**config.mk**
```make
export PLATFORM = sky130hd
export DESIGN_NAME = mux_rr_arbiter
export DESIGN_NICKNAME = d
export VERILOG_FILES = /design/src/rtl/mux_arb_pkg.sv /design/src/rtl/rr_pick.sv /design/src/rtl/mux_rr_arbiter.sv
export SDC_FILE = /design/constraint.sdc
export NUM_CORES = 1
export LEC_CHECK = 0
export BUFFER_PORTS_ARGS = -buffer_cell sky130_fd_sc_hd__buf_2
export CAP_MARGIN = 5
export CORE_MARGIN = 1
export CORE_UTILIZATION = 45
export DETAILED_ROUTE_END_ITERATION = 10
export PLACE_DENSITY = 0.78
export SYNTH_ARGS = -nofsm -noshare
export SYNTH_HDL_FRONTEND = slang
export SYNTH_SLANG_ARGS = --single-unit
```
**constraint.sdc**
```tcl
create_clock -name clk -period 7 [get_ports clk]
set_clock_uncertainty 0.1 [all_clocks]
set_input_delay 0.7 -clock clk [delete_from_list [all_inputs] [get_ports clk]]
set_output_delay 0.7 -clock clk [all_outputs]
set_load 0.01 [all_outputs]
```
**src/rtl/mux_arb_pkg.sv**
```systemverilog
// Shared types and helpers for the round-robin mux arbiter.
package mux_arb_pkg;

  typedef enum logic {
    ARB    = 1'b0,
    LOCKED = 1'b1
  } arb_state_t;

  // Increment with wrap back to zero at n (i.e. (v + 1) mod n for v < n).
  function automatic int unsigned wrap_inc(input int unsigned v, input int unsigned n);
    return (v + 1 >= n) ? 0 : v + 1;
  endfunction

endpackage

```
**src/rtl/rr_pick.sv**
```systemverilog
// Rotating-priority encoder: first asserted request at or after ptr, wrapping.
module rr_pick #(
  parameter int N     = 4,
  parameter int SEL_W = $clog2(N)
) (
  input  logic [N-1:0]     req,
  input  logic [SEL_W-1:0] ptr,
  output logic             any,
  output logic [SEL_W-1:0] idx
);

  logic [SEL_W-1:0] cand;

  // Walk ptr, ptr+1, ... N-1, 0, ... ptr-1 and latch the first hit.
  always_comb begin
    any  = 1'b0;
    idx  = '0;
    cand = '0;
    for (int k = 0; k < N; k++) begin
      cand = SEL_W'((int'(ptr) + k) % N);
      if (!any && req[cand]) begin
        any = 1'b1;
        idx = cand;
      end
    end
  end

endmodule

```
**src/rtl/mux_rr_arbiter.sv**
```systemverilog
// Round-robin packet arbiter driving a registered N:1 data mux.
//
//   state  | meaning
//   ARB    | no packet in flight; winner picked by rotating priority from ptr
//   LOCKED | packet from owner in flight; only owner may transfer until its last beat
module mux_rr_arbiter
  import mux_arb_pkg::*;
#(
  parameter int N     = 4,
  parameter int W     = 8,
  parameter int SEL_W = $clog2(N)
) (
  input  logic             clk,
  input  logic             rst,
  input  logic [N-1:0]     req_valid,
  input  logic [N-1:0]     req_last,
  input  logic [N*W-1:0]   req_data,
  output logic [N-1:0]     req_ready,
  output logic             out_valid,
  output logic [W-1:0]     out_data,
  output logic [SEL_W-1:0] out_sel,
  output logic             out_last,
  input  logic             out_ready
);

  arb_state_t       state, state_nxt;
  logic [SEL_W-1:0] ptr, ptr_nxt;
  logic [SEL_W-1:0] owner, owner_nxt;

  logic             pick_any;
  logic [SEL_W-1:0] pick_idx;
  logic             slot_free;
  logic             xfer;
  logic [SEL_W-1:0] sel;
  logic [W-1:0]     sel_data;
  logic             sel_last;

  rr_pick #(.N(N), .SEL_W(SEL_W)) u_pick (
    .req (req_valid),
    .ptr (ptr),
    .any (pick_any),
    .idx (pick_idx)
  );

  assign slot_free = !out_valid || out_ready;
  assign sel       = (state == LOCKED) ? owner : pick_idx;
  assign xfer      = |(req_valid & req_ready);
  assign sel_last  = req_last[sel];

  // Grant decode: one-hot to the current winner/owner when the slot can take a beat.
  always_comb begin
    req_ready = '0;
    if (!rst && slot_free) begin
      if (state == LOCKED) begin
        req_ready[owner] = 1'b1;
      end else if (pick_any) begin
        req_ready[pick_idx] = 1'b1;
      end
    end
  end

  // Data mux for the selected requester.
  always_comb begin
    sel_data = '0;
    for (int i = 0; i < N; i++) begin
      if (sel == SEL_W'(i)) sel_data = req_data[i*W +: W];
    end
  end

  // Next-state, pointer and owner update on packet boundaries.
  always_comb begin
    state_nxt = state;
    ptr_nxt   = ptr;
    owner_nxt = owner;
    if (xfer) begin
      if (sel_last) begin
        state_nxt = ARB;
        ptr_nxt   = SEL_W'(wrap_inc(int'(sel), N));
      end else begin
        state_nxt = LOCKED;
        owner_nxt = sel;
      end
    end
  end

  // Arbiter state registers.
  always_ff @(posedge clk) begin
    if (rst) begin
      state <= ARB;
      ptr   <= '0;
      owner <= '0;
    end else begin
      state <= state_nxt;
      ptr   <= ptr_nxt;
      owner <= owner_nxt;
    end
  end

  // Output slot: load on transfer, otherwise drain when downstream accepts.
  always_ff @(posedge clk) begin
    if (rst) begin
      out_valid <= 1'b0;
      out_data  <= '0;
      out_sel   <= '0;
      out_last  <= 1'b0;
    end else if (xfer) begin
      out_valid <= 1'b1;
      out_data  <= sel_data;
      out_sel   <= sel;
      out_last  <= sel_last;
    end else if (out_valid && out_ready) begin
      out_valid <= 1'b0;
    end
  end

endmodule
```
==> impl_metrics.py, run 1 <==
metrics = {
    "worst_setup_path": {
        "crit_family": "simple AND/OR/NAND/NOR gates",
        "rrSetupSlack_ns": 4.14,
        "cp.required_ns": 7.09,
        "critPathSlowestCell": "ha_1",
        "critPathMaxFanout": 10,
        "path_common_cell": "nor2_1",
        "critPathBufInv": 1,
        "crit_chain": "buf_2, mux2i_1, nor2_1, nor3_1, mux2_2, ha_1, nor2b_1, a22oi_1, nor2_1, a21oi_1, o21ai_0, mux2i_1, nor2_1",
        "cp_slowest_stage_delay_ns": 0.37,
        "cp-start-kind": "primary input",
        "endpoint_kind": "register",
        "worstSetupPathType": "in -> reg",
        "worst-endpoint-arrival_ns": 2.99,
    },
    "clocking": {
        "clk_pin_slew_worst_paths_ns": 0.11,
        "cts_buffers": 3,
        "cts_resized": 0,
        "clock-sinks": 17,
        "postCtsSetupBuffers": 0,
        "cts_hold_buf": 0,
        "clk_latency_ns": 0.29,
        "htreeDepth": 1,
        "cts_tree": "built",
        "cts_root_buffer": "clkbuf_4",
        "clock_path_buffers": 2,
    },
    "die": {
        "dieWidth_um": 54.10,
        "ios": 59,
        "fp.dieH_um": 54.10,
        "rows": 18,
        "coreArea_sq_um": 2522,
        "design.die.area_sq_um": 2926,
        "start_util": 0.4841,
    },
    "synthesis": {
        "syn_area_sq_um": 1221,
        "synth_cells": 156,
        "synth_area_leader_cell": "dfxtp_1",
        "synth_common_cells": "nor2_1, dfxtp_1, a21oi_1, mux2i_1, nand2_1",
        "syn_nets": 203,
        "synth-edff-count": 0,
        "avgSynthCellArea_sq_um": 7.828,
        "synth_seq_cells": 17,
        "synthFlopType": "dfxtp_1",
        "ys_warn_count": 0,
        "synth_cell_types": 33,
        "async_flop_share": 0,
        "ys_seq_area_frac": 0.2787,
        "yosys.cell_count.top_type": "nor2_1",
        "synth.top_cell.area_share": 0.2787,
        "synthTopCellsByArea": "dfxtp_1, mux2i_1, nor2_1, a21oi_1, a22oi_1",
    },
    "timing": {
        "fin_tns_setup_ns": 0,
        "setup_ws_ns": 4.097,
        "worst_pin_slew_ns": 1.118,
        "grt_setup_unrepaired": "false",
        "period_needed_ns": 2.903,
        "slew_headroom": 0.2524,
        "fmax_mhz": 344.5,
        "whs_ns": 0.3599,
        "hold_viol": 0,
        "setup_viol": 0,
        "slew_violations": 0,
        "timing.final.crit_share": 0.4147,
    },
    "place": {
        "pre_cts_ws_ns": 3.798,
        "place_hpwl_um": 2523,
        "place.port_buffers": 58,
        "routabilityCongestion": 0.9903,
    },
    "outcome": {
        "status": "finished clean",
    },
    "cells_and_area": {
        "multi_input_area_sq_um": 799.5,
        "diodes": 0,
        "fillers": 253,
        "ff_latch_area_sq_um": 340.3,
        "drive_above_1_share": 0.3445,
        "syn_to_final_growth_pct": 24.59,
        "nets": 257,
    },
    "routing": {
        "drtPass1Iterations": 5,
        "drt-initial-drc-count": 22,
        "vias": 1276,
        "wl_per_cell_um": 13.09,
        "drc": 0,
        "vias_per_cell": 5.339,
        "drt-total-wl_um": 3129,
        "ant_nets": 0,
    },
    "power": {
        "combinationalPowerShare": 0.557,
        "pwr-share-clk": 0.123,
        "power_leakage_nw": 0.7468,
        "p_total_mw": 0.4314,
        "ir_worst_vdd_mv": 0.1721,
        "p_int_mw": 0.2447,
        "power_switching_share": 0.4327,
        "p_per_area_nw_per_um2": 283.6,
        "power_frac_seq": 0.319,
        "p_switching_mw": 0.1867,
    },
    "min_path": {
        "hp-class": "reg -> reg",
    },
    "global_routing": {
        "grt_max_degree": 20,
        "globalRouteOverflowTotal": 0,
        "grt_pass1_vias": 1215,
        "grt_pass1_wl_um": 5106,
        "antenna_found_initial": 0,
        "grt_usage": 0.2370,
    },
    "flow_run": {
        "cap_violations": 0,
    },
}
flip-flops by register name, summed over array words and instances (netlist names):
signal and cells:
out_last 1, out_valid 1, out_sel 2, state 1, out_data 8, owner 2
ptr 2
cell usage in the layout (no fill, tap or decap), types with 2 or more instances in the layout:
cell	instances
o21ai_0	8
a21oi_1	16
buf_2	58
nor2b_1	3
nor2_1	30
nand2b_1	6
a211oi_1	2
inv_1	5
ha_1	4
clkbuf_4	3
mux2i_1	16
nand2_1	13
nor3_1	2
dfxtp_1	17
inv_2	2
a32oi_1	2
a22oi_1	7
final timing paths:
path	from	to	cells past startpoint
worst max-delay path	req_valid[2]	out_data[4]	13
worst min-delay path	out_last	out_last	2
worst min register to register	out_last	out_last	2
worst max register to register	ptr[1]	out_data[4]	12
per-layer routing:
| layer | wire length, um | global-route usage | vias up |
|---|---|---|---|
| li1 | - | - | 647 |
| met1 | 1297 | 0.2655 | 582 |
| met2 | 1629 | 0.4383 | 40 |
| met3 | 161 | 0.05650 | 7 |
| met4 | 41 | 0.06838 | 0 |
| met5 | 0 | 0 | - |
per-stage QoR:
step	cells	cell area (sq um)	utilization
2_1_floorplan	156	1221	-
3_3_place_gp	235	1494	0.5923
3_5_place_dp	235	1494	0.5923
4_1_cts	239	1521	0.6032
5_1_grt	239	1521	0.6032
6_report	239	1521	0.6032
power groups by stage:
stage / combinational (mW) / sequential, mW / clock (mW)
finish: 0.240 / 0.138 / 0.0532
global route: 0.269 / 0.141 / 0.0579
CTS: 0.241 / 0.137 / 0.0541
detailed placement: 0.240 / 0.139 / 0
global placement: 0.232 / 0.138 / 0
floorplan: 0.178 / 0.141 / 0
worst min-delay path: cells and delay by family, from the launching register on:
family,cells,cell delay [ns]
DFF,1,0.32
and+or+nand+nor,1,0.05
AOI/OAI and AO/OA,1,0.05
kinds of logic (layout without fill, tap and decap cells):
family                   after synthesis  after routing  synth area share
AO/OA/AOI/OAI                         42             42            0.2408
adder cells (fa/ha/maj)                4              4           0.04099
buffers and inverters                 16             69           0.06660
flip-flops                            17             17            0.2787
multiplexers                          18             18            0.1527
AND/OR/NAND/NOR                       59             59            0.2203
layout make-up:
class | count | share of cell area
Sequential cell | 17 | 0.2237
Multi-Input combinational cell | 123 | 0.5255
Tap cell | 30 | 0.02467
Clock inverter | 1 | 0.003289
Inverter | 7 | 0.01727
Timing Repair Buffer | 58 | 0.1908
Clock buffer | 3 | 0.01480
No activity file was read; power rests on OpenSTA's default activity.
==> inputs of run 2 (changes only) <==
ABC_AREA = 1   (was unset)
CORE_UTILIZATION = 43   (was 45)
PLACE_DENSITY = 0.76   (was 0.78)
clock period = 2.4 ns   (was 7 ns; I/O delays follow)
==> run 2 against run 1 <==
  * The flow now finishes with violations (setup timing)
  * Wire length rose by 49%
  * Area after synthesis rose by 17%
  * Final cell count rose by 61%
  * Worst setup slack got worse by 4.2 ns
  * Hold slack got worse by 0.26 ns
  * Global-route usage fell by 0.69 points
  * Clock-buffer cell count did not move
  * Sequential cell count did not move
  * Register-to-register slack got worse by 4.2 ns
  * Sequential share of layout area fell by 7.1 points
  * Cell area rose by 49%
  * Critical path type is now reg -> reg
  * Critical endpoint is now out_data[2]
  * Largest cell class unchanged
  * Highest routed layer unchanged
==> impl_metrics.py, run 2 <==
metrics = {
    "synthesis": {
        "ys_seq_area_frac": 0.2388,
        "syn_area_sq_um": 1425,
        "ys_warn_count": 0,
        "synth_compound_area_frac": 0.1642,
        "synthFlopType": "dfxtp_1",
        "synth-edff-count": 0,
        "synth_seq_cells": 17,
        "synth_common_cells": "nand2_1, nor2_1, inv_1",
        "synthXorXnorAreaFrac": 0,
        "synth_area_leader_cell": "dfxtp_1",
        "async_flop_share": 0,
        "avgSynthCellArea_sq_um": 5.746,
        "syn_nets": 295,
        "synth_simple_gate_area_frac": 0.4592,
        "synth_cell_types": 23,
        "muxShareOfSynthArea": 0,
        "yosys.cell_count.top_type": "nand2_1",
        "synthTopCellsByArea": "dfxtp_1, nand2_1, nor2_1, nand3_1, o21ai_0",
        "synthAdderAreaFrac": 0.03512,
        "synth_cells": 248,
        "synth_top_family_by_area": "simple AND/OR/NAND/NOR gates",
        "synth.top_cell.area_share": 0.2388,
    },
    "worst_setup_path": {
        "cp_slowest_stage_delay_ns": 0.42,
        "worst-endpoint-arrival_ns": 2.55,
        "critPathSlowestCell": "dfxtp_4",
        "cp.required_ns": 2.50,
        "path_common_cell": "nand2_2",
        "cp-start-kind": "register",
        "worstSetupPathType": "reg -> reg",
        "crit_chain": "buf_6, nand2_2, nand2_2, nand2_2, nand2_2, nor2_1, nor2_1, nand2_2, nand2_2, nand2_2, nand2_4, inv_4, ha_4, buf_6, a21oi_2, nand2_1, o21ai_1, o21ai_1, o21ai_1, nor2_1",
        "critPathMaxFanout": 8,
        "endpoint_kind": "register",
    },
    "routing": {
        "vias_per_cell": 5.000,
        "drt-total-wl_um": 4659,
        "drtPass1Iterations": 4,
        "vias": 1925,
        "drc": 0,
        "wl_per_cell_um": 12.10,
        "drt-initial-drc-count": 77,
        "ant_nets": 0,
    },
    "global_routing": {
        "antenna_found_initial": 0,
        "grt_max_degree": 17,
        "globalRouteOverflowTotal": 0,
        "grt_usage": 0.2301,
        "grt_pass1_wl_um": 6258,
        "grt_pass1_vias": 1492,
    },
    "timing": {
        "whs_ns": 0.09552,
        "slew_violations": 0,
        "worst_pin_slew_ns": 0.2656,
        "grt_setup_unrepaired": "true",
        "setup_viol": 12,
        "slew_headroom": 0.8216,
        "hold_viol": 0,
        "period_needed_ns": 2.455,
        "timing.final.crit_share": 1.023,
        "fmax_mhz": 407.3,
        "setup_ws_ns": -0.05525,
    },
    "place": {
        "pre_cts_ws_ns": -0.2526,
        "routabilityCongestion": 0.8783,
        "place_hpwl_um": 3185,
        "place.port_buffers": 58,
    },
    "cells_and_area": {
        "drive_above_1_share": 0.4692,
        "nets": 389,
        "diodes": 0,
        "syn_to_final_growth_pct": 59.09,
        "final_core_util": 0.7306,
        "largest_register": "out_data",
        "final_cell_mix": "nand2_1, buf_2, buf_4, nor2_1, nand2_2",
        "largest_reg_flops": 8,
    },
    "die": {
        "design.die.area_sq_um": 3549,
        "coreArea_sq_um": 3103,
        "ios": 59,
        "dieWidth_um": 59.57,
        "fp.dieH_um": 59.57,
        "rows": 20,
        "start_util": 0.4593,
    },
    "flow_run": {
        "cap_violations": 0,
    },
    "outcome": {
        "status": "finished, violations left",
        "violations": "setup timing",
    },
    "clocking": {
        "cts_root_buffer": "clkbuf_4",
        "cts_tree": "built",
        "cts_hold_buf": 0,
        "clk_pin_slew_worst_paths_ns": 0.10,
        "clk_latency_ns": 0.29,
        "cts_buffers": 3,
        "clock-sinks": 17,
        "htreeDepth": 1,
        "clock_path_buffers": 2,
    },
    "min_path": {
        "hp-class": "in -> reg",
    },
}
==> run 2: cell types whose count changed after synthesis, moves of 8 or more <==
cell	change
nand2_1	+60
mux2i_1	-16
inv_1	+18
nand2_2	+9
o21ai_0	+10
nand3_1	+22
o21ai_1	+8
==> run 2: cell families (layout without fill, tap and decap cells) <==
| kind of cell | after synthesis | after routing |
|---|---|---|
| AND/OR/NAND/NOR | 148 | 148 |
| flip-flops | 17 | 17 |
| adder cells (fa/ha/maj) | 4 | 4 |
| AO/OA/AOI/OAI | 45 | 45 |
| buffers and inverters | 34 | 127 |
==> run 2: final cells by class <==
class / instances / area (sq um)
Multi-Input combinational cell: 197 / 1110
Fill cell: 250 / 835.8
Timing Repair Buffer: 97 / 624.3
Sequential cell: 17 / 345.3
Inverter: 26 / 105.1
Tap cell: 44 / 55.05
Clock buffer: 3 / 22.52
Clock inverter: 1 / 5.005
==> run 2: final timing paths <==
check                                   end  depth (start not counted)       start  slack [ns]
worst max-delay path            out_data[2]                         20      ptr[0]       -0.06
worst min-delay path            out_data[6]                          2         rst         0.1
worst min register to register   out_sel[0]                          2  out_sel[0]        0.39
worst max register to register  out_data[2]                         20      ptr[0]       -0.06
==> run 2: metal layers <==
| metal | up-vias | share of wire | GRT usage |
|---|---|---|---|
| met5 | - | 0 | 0 |
| li1 | 983 | - | - |
| met3 | 10 | 0.047 | 0.02620 |
| met2 | 72 | 0.50 | 0.4045 |
| met4 | 0 | 0.021 | 0.04983 |
| met1 | 860 | 0.43 | 0.3011 |
==> run 2: what timing repair did <==
item / CTS / global route
setup endpoints to repair: 10 / 19
setup buffers: 1 / 9
gates resized for setup: 14 / 52
pin swaps: 2 / 14
cloned: 0 / 1
==> run 2: through the flow <==
stage	cell area, sq um	std cells	TNS [ns]
after floorplan	1426	248	0
after global placement	1944	370	-1.159
after detailed placement	1944	370	-1.609
after CTS	2016	375	0
after global routing	2267	385	-2.556
final	2267	385	-0.2938
==> run 2: critical path: cells and delay by family (launching register included) <==
kind / cells / cell delay (ns)
fa+ha+maj: 1 / 0.17
simple gates: 12 / 0.98
compound gates: 4 / 0.40
buf+inv: 3 / 0.30
flops: 1 / 0.42
Power of run 2 is not shown: default switching activity piles up to over one toggle a cycle in this logic, so the estimate is an artifact.
==> inputs of run 3 (changes only) <==
PLACE_DENSITY = 0.79   (was 0.76)
==> run 3 against run 2 <==
  * The run still ends with setup timing left
  * Via count is 0.57% higher
  * Critical path depth shrank 1
  * Clock-buffer cell count is the same
  * First-iteration DRC count decreased by 2.6%
  * Final cell count increased by 0.52%
  * Sequential share of layout area grew 0.14 points
  * Register-to-register slack is essentially flat
  * Non-clock buffer count rose by 1
  * Die area is the same
  * Worst setup slack lost 0.015 ns
  * Maximum frequency down 0.61%
==> impl_metrics.py, run 3 (synthesized netlist as in run 2, its figures left out) <==
metrics = {
    "min_path": {
        "hold_depth": 2,
        "hp-class": "in -> reg",
    },
    "timing": {
        "period_needed_ns": 2.470,
        "worst_pin_slew_ns": 0.2770,
        "slew_violations": 0,
        "slew_headroom": 0.8151,
        "setup_viol": 8,
        "whs_ns": 0.09536,
        "fmax_mhz": 404.8,
        "setup_ws_ns": -0.07020,
        "timing.final.crit_share": 1.029,
        "grt_setup_unrepaired": "true",
        "hold_viol": 0,
    },
    "worst_setup_path": {
        "critPathBufInv": 3,
        "worstSetupPathType": "reg -> reg",
        "cp.required_ns": 2.50,
        "endpoint_kind": "register",
        "crit_family": "simple AND/OR/NAND/NOR gates",
        "r2r_cells": 19,
        "worst-endpoint-arrival_ns": 2.57,
        "cp_slowest_stage_delay_ns": 0.40,
        "cp-start-kind": "register",
        "crit_chain": "buf_6, nand2_1, nand2_2, nand2_2, nand2_1, nor2_2, nand3_1, nand3_2, nand2_2, nand2_4, inv_2, ha_2, buf_4, nand3_1, nand2_1, o21ai_0, o21ai_1, o21ai_1, nor2_1",
        "critPathMaxFanout": 7,
        "rrSetupSlack_ns": -0.07,
        "critPathSlowestCell": "dfxtp_4",
        "cp.depth": 19,
    },
    "place": {
        "place_hpwl_um": 3229,
        "place.port_buffers": 58,
        "routabilityCongestion": 0.8818,
    },
    "routing": {
        "drc": 0,
        "wl_per_cell_um": 11.92,
        "drtPass1Iterations": 4,
        "drt-total-wl_um": 4614,
        "drt-initial-drc-count": 75,
        "vias_per_cell": 5.003,
        "vias": 1936,
        "ant_nets": 0,
    },
    "global_routing": {
        "antenna_found_initial": 0,
        "globalRouteOverflowTotal": 0,
        "grt_pass1_wl_um": 6699,
        "grt_pass1_vias": 1616,
        "grt_max_degree": 17,
        "grt_usage": 0.2415,
    },
    "flow_run": {
        "cap_violations": 0,
    },
    "cells_and_area": {
        "nets": 391,
        "diodes": 0,
        "largest_register": "out_data",
        "drive_above_1_share": 0.4548,
        "largest_reg_flops": 8,
        "final_common_cell": "nand2_1",
        "syn_to_final_growth_pct": 57.59,
        "final_cell_mix": "nand2_1, buf_2, buf_4, nor2_1",
    },
    "die": {
        "coreArea_sq_um": 3103,
        "start_util": 0.4593,
        "fp.dieH_um": 59.57,
        "dieWidth_um": 59.57,
        "design.die.area_sq_um": 3549,
        "ios": 59,
        "rows": 20,
    },
    "outcome": {
        "violations": "setup timing",
        "status": "finished, violations left",
    },
    "clocking": {
        "clock-sinks": 17,
        "clk_latency_ns": 0.29,
        "htreeDepth": 1,
        "cts_hold_buf": 0,
        "cts_buffers": 3,
        "clock_path_buffers": 2,
        "cts_tree": "built",
        "clk_pin_slew_worst_paths_ns": 0.10,
        "cts_root_buffer": "clkbuf_4",
    },
}
run 3: cell count changes in the layout (fill, tap and decap cells not counted), sizes merged:
cell / before / now
clkbuf: 4 / 3
buf: 96 / 98
nor2: 34 / 35
run 3: path summary, 6_finish.rpt:
check	from	to
max reg2reg	ptr[0]	out_data[3]
min	rst	out_data[6]
max	ptr[0]	out_data[3]
min reg2reg	out_sel[0]	out_sel[0]
run 3: cell type report:
cell class	count	area (sq um)
clock inverters	1	5.005
repair buffers	98	610.6
multi-input cells	198	1102
well taps	44	55.05
inverters	26	105.1
fillers	261	857.1
clock buffers	3	22.52
flip-flops and latches	17	345.3
run 3: routing by layer:
| metal | track usage | share of wire | up-vias |
|---|---|---|---|
| met5 | 0 | 0 | - |
| li1 | - | - | 993 |
| met4 | 0.04983 | 0.0082 | 0 |
| met3 | 0.02838 | 0.047 | 4 |
| met2 | 0.4157 | 0.50 | 74 |
| met1 | 0.3232 | 0.44 | 865 |
run 3: what timing repair did:
| item | CTS | global route |
|---|---|---|
| resized for setup | 11 | 54 |
| endpoints found under the hold margin | 0 | 0 |
| setup buffers | 0 | 8 |
| cloned | 0 | 2 |
| endpoints found under the setup margin | 9 | 21 |
| pin swaps | 1 | 19 |
run 3: metrics by stage:
| stage | util | setup WS (ns) | cells | setup TNS, ns | area [sq um] |
|---|---|---|---|---|---|
| 2_1_floorplan | - | 0.01573 | 248 | 0 | 1426 |
| 3_3_place_gp | 0.6347 | -0.1601 | 375 | -0.8966 | 1969 |
| 3_5_place_dp | 0.6347 | -0.2513 | 375 | -1.341 | 1969 |
| 4_1_cts | 0.6520 | 0.002141 | 379 | 0 | 2023 |
| 5_1_grt | 0.7238 | -0.2688 | 387 | -2.918 | 2246 |
| 6_report | 0.7238 | -0.07020 | 387 | -0.2807 | 2246 |
Power of run 3 is left out for the same reason.
